`config.mk`:
```
export PLATFORM = sky130hd
export DESIGN_NAME = fp_cmp_result_stage
export DESIGN_NICKNAME = d
export VERILOG_FILES = /design/src/rtl/fp_cmp_result_stage.sv
export SDC_FILE = /design/constraint.sdc
export NUM_CORES = 1
export LEC_CHECK = 0
export ABC_AREA = 0
export CAP_MARGIN = 10
export CORE_MARGIN = 10
export CORE_UTILIZATION = 42
export DETAILED_ROUTE_END_ITERATION = 10
export PLACE_DENSITY = 0.85
export RECOVER_POWER = 50
export SLEW_MARGIN = 0
export SYNTH_ARGS = -nofsm -noshare
export SYNTH_HDL_FRONTEND = slang
export SYNTH_SLANG_ARGS = --single-unit
```
`constraint.sdc`:
```
create_clock -name clk -period 1.95 [get_ports clk]
set_input_delay 0.4875 -clock clk [delete_from_list [all_inputs] [get_ports clk]]
set_output_delay 0.4875 -clock clk [all_outputs]
set_load 0.02 [all_outputs]
```
`src/rtl/fp_cmp_result_stage.sv`:
```
// rtl/fp_cmp_result_stage.sv - registered result stage behind the FP compare unit
//
// Forms the instruction result from the compare vector and operands:
// set-on-compare, the raw compare vector, and FMIN/FMAX. Both sides use
// valid/ready. A 2-entry buffer (output register plus skid register) lets
// the stage keep accepting while the output is stalled. Each result carries
// an invalid-operation flag, and a sticky copy feeds the FP status register.
//
// Ports:
//   clk, rst_n        clock, asynchronous active-low reset
//   i_valid, i_ready  upstream handshake (i_ready registered)
//   op                0 FCMP, 1 FSEQ, 2 FSLT, 3 FSLE, 4 FSUN, 5 FMIN, 6 FMAX, 7 = FCMP
//   a, b              operands that were compared
//   cmp               {unord, lt_mag, le, lt, eq}
//   snan_a, snan_b    operand is a signalling NaN
//   o_valid, o_ready  downstream handshake
//   o, nanx           result and its invalid-operation flag
//   clr_sticky        clear invalid_sticky
//   invalid_sticky    set by any transferred result with nanx=1
module fp_cmp_result_stage #(
  parameter int FPWID = 32
) (
  input  logic             clk,
  input  logic             rst_n,
  input  logic             i_valid,
  output logic             i_ready,
  input  logic [2:0]       op,
  input  logic [FPWID-1:0] a,
  input  logic [FPWID-1:0] b,
  input  logic [4:0]       cmp,
  input  logic             snan_a,
  input  logic             snan_b,
  output logic             o_valid,
  input  logic             o_ready,
  output logic [FPWID-1:0] o,
  output logic             nanx,
  input  logic             clr_sticky,
  output logic             invalid_sticky
);

  localparam int EXPW = (FPWID == 64) ? 11 : 8;
  localparam int MANW = FPWID - 1 - EXPW;
  localparam logic [FPWID-1:0] CANON_QNAN = {1'b0, {EXPW{1'b1}}, 1'b1, {(MANW-1){1'b0}}};

  localparam logic [2:0] OP_FCMP = 3'd0;
  localparam logic [2:0] OP_FSEQ = 3'd1;
  localparam logic [2:0] OP_FSLT = 3'd2;
  localparam logic [2:0] OP_FSLE = 3'd3;
  localparam logic [2:0] OP_FSUN = 3'd4;
  localparam logic [2:0] OP_FMIN = 3'd5;
  localparam logic [2:0] OP_FMAX = 3'd6;

  typedef enum logic [1:0] {
    ST_EMPTY = 2'd0,
    ST_ONE   = 2'd1,
    ST_TWO   = 2'd2
  } state_t;

  state_t           state;
  logic [FPWID-1:0] skid_q;
  logic             skid_nanx;

  logic             accept;
  logic             transfer;
  logic             a_nan;
  logic             b_nan;
  logic [FPWID-1:0] res_d;
  logic             nanx_d;

  assign accept   = i_valid & i_ready;
  assign transfer = o_valid & o_ready;

  // NaN detection from the operand bits; cmp[4] alone cannot tell which side is NaN.
  assign a_nan = (&a[FPWID-2 -: EXPW]) & (|a[MANW-1:0]);
  assign b_nan = (&b[FPWID-2 -: EXPW]) & (|b[MANW-1:0]);

  always_comb begin
    res_d  = '0;
    nanx_d = snan_a | snan_b;
    case (op)
      OP_FSEQ: res_d[0] = cmp[0];
      OP_FSLT: begin
        res_d[0] = cmp[1];
        nanx_d   = cmp[4];   // signalling compare: any NaN is invalid
      end
      OP_FSLE: begin
        res_d[0] = cmp[2];
        nanx_d   = cmp[4];
      end
      OP_FSUN: res_d[0] = cmp[4];
      OP_FMIN, OP_FMAX: begin
        if (a_nan && b_nan) begin
          res_d = CANON_QNAN;
        end else if (a_nan) begin
          res_d = b;
        end else if (b_nan) begin
          res_d = a;
        end else if (cmp[0]) begin
          // Equal values (incl. +0/-0): FMIN prefers the negative sign, FMAX the positive.
          if (op == OP_FMIN) res_d = a[FPWID-1] ? a : b;
          else               res_d = a[FPWID-1] ? b : a;
        end else begin
          if (op == OP_FMIN) res_d = cmp[1] ? a : b;
          else               res_d = cmp[1] ? b : a;
        end
      end
      default: res_d[4:0] = cmp;   // FCMP and the reserved code
    endcase
  end

  // Occupancy FSM. The output register always holds the oldest entry; the
  // skid register only fills while the output is stalled.
  always_ff @(posedge clk or negedge rst_n) begin
    if (!rst_n) begin
      state     <= ST_EMPTY;
      o_valid   <= 1'b0;
      i_ready   <= 1'b1;
      o         <= '0;
      nanx      <= 1'b0;
      skid_q    <= '0;
      skid_nanx <= 1'b0;
    end else begin
      case (state)
        ST_EMPTY: begin
          if (accept) begin
            o       <= res_d;
            nanx    <= nanx_d;
            o_valid <= 1'b1;
            state   <= ST_ONE;
          end
        end
        ST_ONE: begin
          if (accept && !transfer) begin
            skid_q    <= res_d;
            skid_nanx <= nanx_d;
            i_ready   <= 1'b0;
            state     <= ST_TWO;
          end else if (transfer && !accept) begin
            o_valid <= 1'b0;
            state   <= ST_EMPTY;
          end else if (accept && transfer) begin
            o    <= res_d;
            nanx <= nanx_d;
          end
        end
        ST_TWO: begin
          if (transfer) begin
            o       <= skid_q;
            nanx    <= skid_nanx;
            i_ready <= 1'b1;
            state   <= ST_ONE;
          end
        end
        default: begin
          state   <= ST_EMPTY;
          o_valid <= 1'b0;
          i_ready <= 1'b1;
        end
      endcase
    end
  end

  // Set wins over a same-cycle clear so no exception is lost.
  always_ff @(posedge clk or negedge rst_n) begin
    if (!rst_n) begin
      invalid_sticky <= 1'b0;
    end else if (transfer && nanx) begin
      invalid_sticky <= 1'b1;
    end else if (clr_sticky) begin
      invalid_sticky <= 1'b0;
    end
  end

endmodule

```
==> results.sh <==
export IMPL_syn_nets=480
export IMPL_dp_cells=658
export IMPL_ys_flop_type="dfrtp_1"
export IMPL_grt_max_degree=72
export IMPL_critPathLaunchType="flop"
export IMPL_crit_required_ns=2.19
export IMPL_antenna_found_initial=0
export IMPL_htreeDepth=3
export IMPL_layout_commonest_cell="dfrtp_1"
export IMPL_cts_sinks=71
export IMPL_power_mw=3.51
export IMPL_hp_class="primary input to flop"
export IMPL_num_io_pins=115
export IMPL_nets=665
export IMPL_fmax_mhz=454
export IMPL_final_max_slew_violation_count=72
export IMPL_die_h_um=113
export IMPL_dpl_cell_area_um2=5490
export IMPL_vias_per_cell=6.47
export IMPL_syn_inst=398
export IMPL_cts_clk_slew_worst_paths_ns=0.09
export IMPL_synth_edf_count=0
export IMPL_violations="max-capacitance violations, max-slew violations, negative setup slack"
export IMPL_multi_input_area_um2=2650
export IMPL_drc=0
export IMPL_overflow=0
export IMPL_tritoncts="yes"
export IMPL_r2r_start="i_ready"
export IMPL_grt_pass1_vias=4669
export IMPL_tightest_slew_ns=1.59
export IMPL_drtIter0Drc=476
export IMPL_initial_core_util=0.439
export IMPL_core_um2=8340
export IMPL_max_cap_viol_count=1
export IMPL_rsz0062_at_grt="yes"
export IMPL_reg2reg_slack_ns=-0.25
export IMPL_wl_per_cell_um=26.7
export IMPL_finalWeightedCongestion=0.843
export IMPL_fin_crit_ns=2.20
export IMPL_hpwl_um=9740
export IMPL_seq_area_um2=1780
export IMPL_cts_hold_buffers=0
export IMPL_power_density_nw_per_um2=522
export IMPL_yosys_top_cells_area="dfrtp_1 48%, mux2i_1 7.9%, a21oi_1 5.3%"
export IMPL_synth_top_cell_by_area="dfrtp_1"
export IMPL_drtAntennaViolNets=0
export IMPL_routed_wl_um=18500
export IMPL_period_share=1.13
export IMPL_grt_pass1_wl_um=24300
export IMPL_finalSetupViolations=63
export IMPL_end_kind="flop"
export IMPL_vias=4486
export IMPL_hold_ws_ns=0.449
export IMPL_drive_above_1_share=0.427
export IMPL_critPathArrivalTime_ns=2.44
export IMPL_ys_seq_area_frac=0.486
export IMPL_synth_top_cell_area_share=0.479
export IMPL_crit_start="i_ready"
export IMPL_synth_area_per_cell_um2=9.20
export IMPL_fin_worst_skew_ns=0.0108
export IMPL_die_w_um=113
export IMPL_hp_start="a[19]"
export IMPL_clk_latency_ns=0.38
export IMPL_nFillCells=429
export IMPL_path_class="flop to flop"
export IMPL_cts_root_buffer="clkbuf_8"
export IMPL_worst_slack_ns=-0.252
export IMPL_cts_buffers=9
export IMPL_port_buffers=114
export IMPL_hold_viol=0
export IMPL_vdd_drop_max_mv=0.375
export IMPL_diodes=0
export IMPL_relSlewSlack=-0.0588
export IMPL_yosysUniqueCellTypes=44
export IMPL_num_rows=33
export IMPL_synth_area_um2=3660
export IMPL_track_usage=0.236
export IMPL_synth_warnings=0
export IMPL_synthArstFlopShare=1.00
export IMPL_instances_no_fill=693
export IMPL_area_growth_syn_to_layout_pct=83.7
export IMPL_dr_pass1_iters=10
export IMPL_postLayoutCellArea_um2=6720
export IMPL_die_area_um2=12800
export IMPL_ys_seq_elements=71
export IMPL_layout_common_cells="69 x dfrtp_1, 61 x buf_4, 44 x nand2_1"
export IMPL_p_leak_nw=2.99
export IMPL_cts_max_path_buffers=2
export IMPL_crit_path_max_fanout=7
export IMPL_status="finished with violations"
==> area by class of cell <==
| cell class | count | area share |
|---|---|---|
| Clock buffer | 11 | 0.0210 |
| Multi-Input combinational cell | 292 | 0.394 |
| Clock inverter | 5 | 0.00856 |
| Tap cell | 105 | 0.0195 |
| Timing Repair Buffer | 201 | 0.287 |
| Inverter | 8 | 0.00521 |
| Sequential cell | 71 | 0.265 |
==> worst max-delay path: stages (launching register included) <==
cell,delay (ns)
dfstp_2,0.56
nand2_4,0.08
inv_4,0.09
ha_4,0.15
nand2_4,0.05
o32ai_4,0.28
buf_6,0.15
a21oi_4,0.11
buf_6,0.16
buf_8,0.14
a21oi_1,0.16
o22ai_1,0.14
==> cell usage after synthesis, types with 4 or more instances <==
cell and number:
inv_1 8, nand4_1 6, o211ai_1 4, o22ai_1 26
o221ai_1 7, o21ai_0 39, nor4_1 10, dfrtp_1 70
buf_6 5, mux2i_1 29, nor2_1 36, a21oi_1 39
clkbuf_1 19, nand2_1 51
==> cells by family after synthesis <==
logic type                 synth area share
buffers and inverters                0.0479
muxes                                0.0855
adders and majority gates            0.0103
DFF                                   0.486
and+or+nand+nor                       0.149
AOI/OAI and AO/OA                     0.217
xor gates and xnor gates            0.00479
==> power by group <==
part           switching (mW)  internal, mW
Combinational           0.379         0.390
Sequential                  0          1.47
Clock                   0.644         0.628
Total                    1.02          2.49
==> final timing paths <==
kind	end	cells after the start
min in group asynchronous	o[27]	2
max in group asynchronous	o_valid	2
hold reg to reg	skid_q[30]	2
setup reg to reg	o[27]	11
setup / recovery	o[27]	11
hold / removal	skid_q[19]	3
==> through the flow <==
step	TNS, ns	util	setup slack, ns
4_1_cts	-1.44	0.734	-0.0817
6_report	-5.71	0.806	-0.252
3_3_place_gp	-52.24	0.658	-0.932
5_1_grt	-12.27	0.806	-0.318
3_5_place_dp	-57.94	0.658	-1.01
2_1_floorplan	-0.314	-	-0.125
==> per-layer routing <==
metal / global-route usage / wire length, um
met5: 0 / 0
met4: 0.135 / 1390
met3: 0.0734 / 1720
met2: 0.410 / 9220
met1: 0.248 / 6200
==> flip-flops by register name, indices dropped and copies added (netlist names) <==
register and count:
state 2, o 32, o_valid 1, skid_nanx 1, i_ready 1, skid_q 32, nanx 1, invalid_sticky 1
==> what timing repair did <==
| item | CTS | global route |
|---|---|---|
| resized for setup | 196 | 170 |
| gates cloned | 4 | 4 |
| pin swaps | 38 | 30 |
| endpoints found under the hold margin | 0 | 0 |
| setup endpoints to repair | 66 | 66 |
| setup buffers | 7 | 7 |
Power figures use the tool's default switching activity.
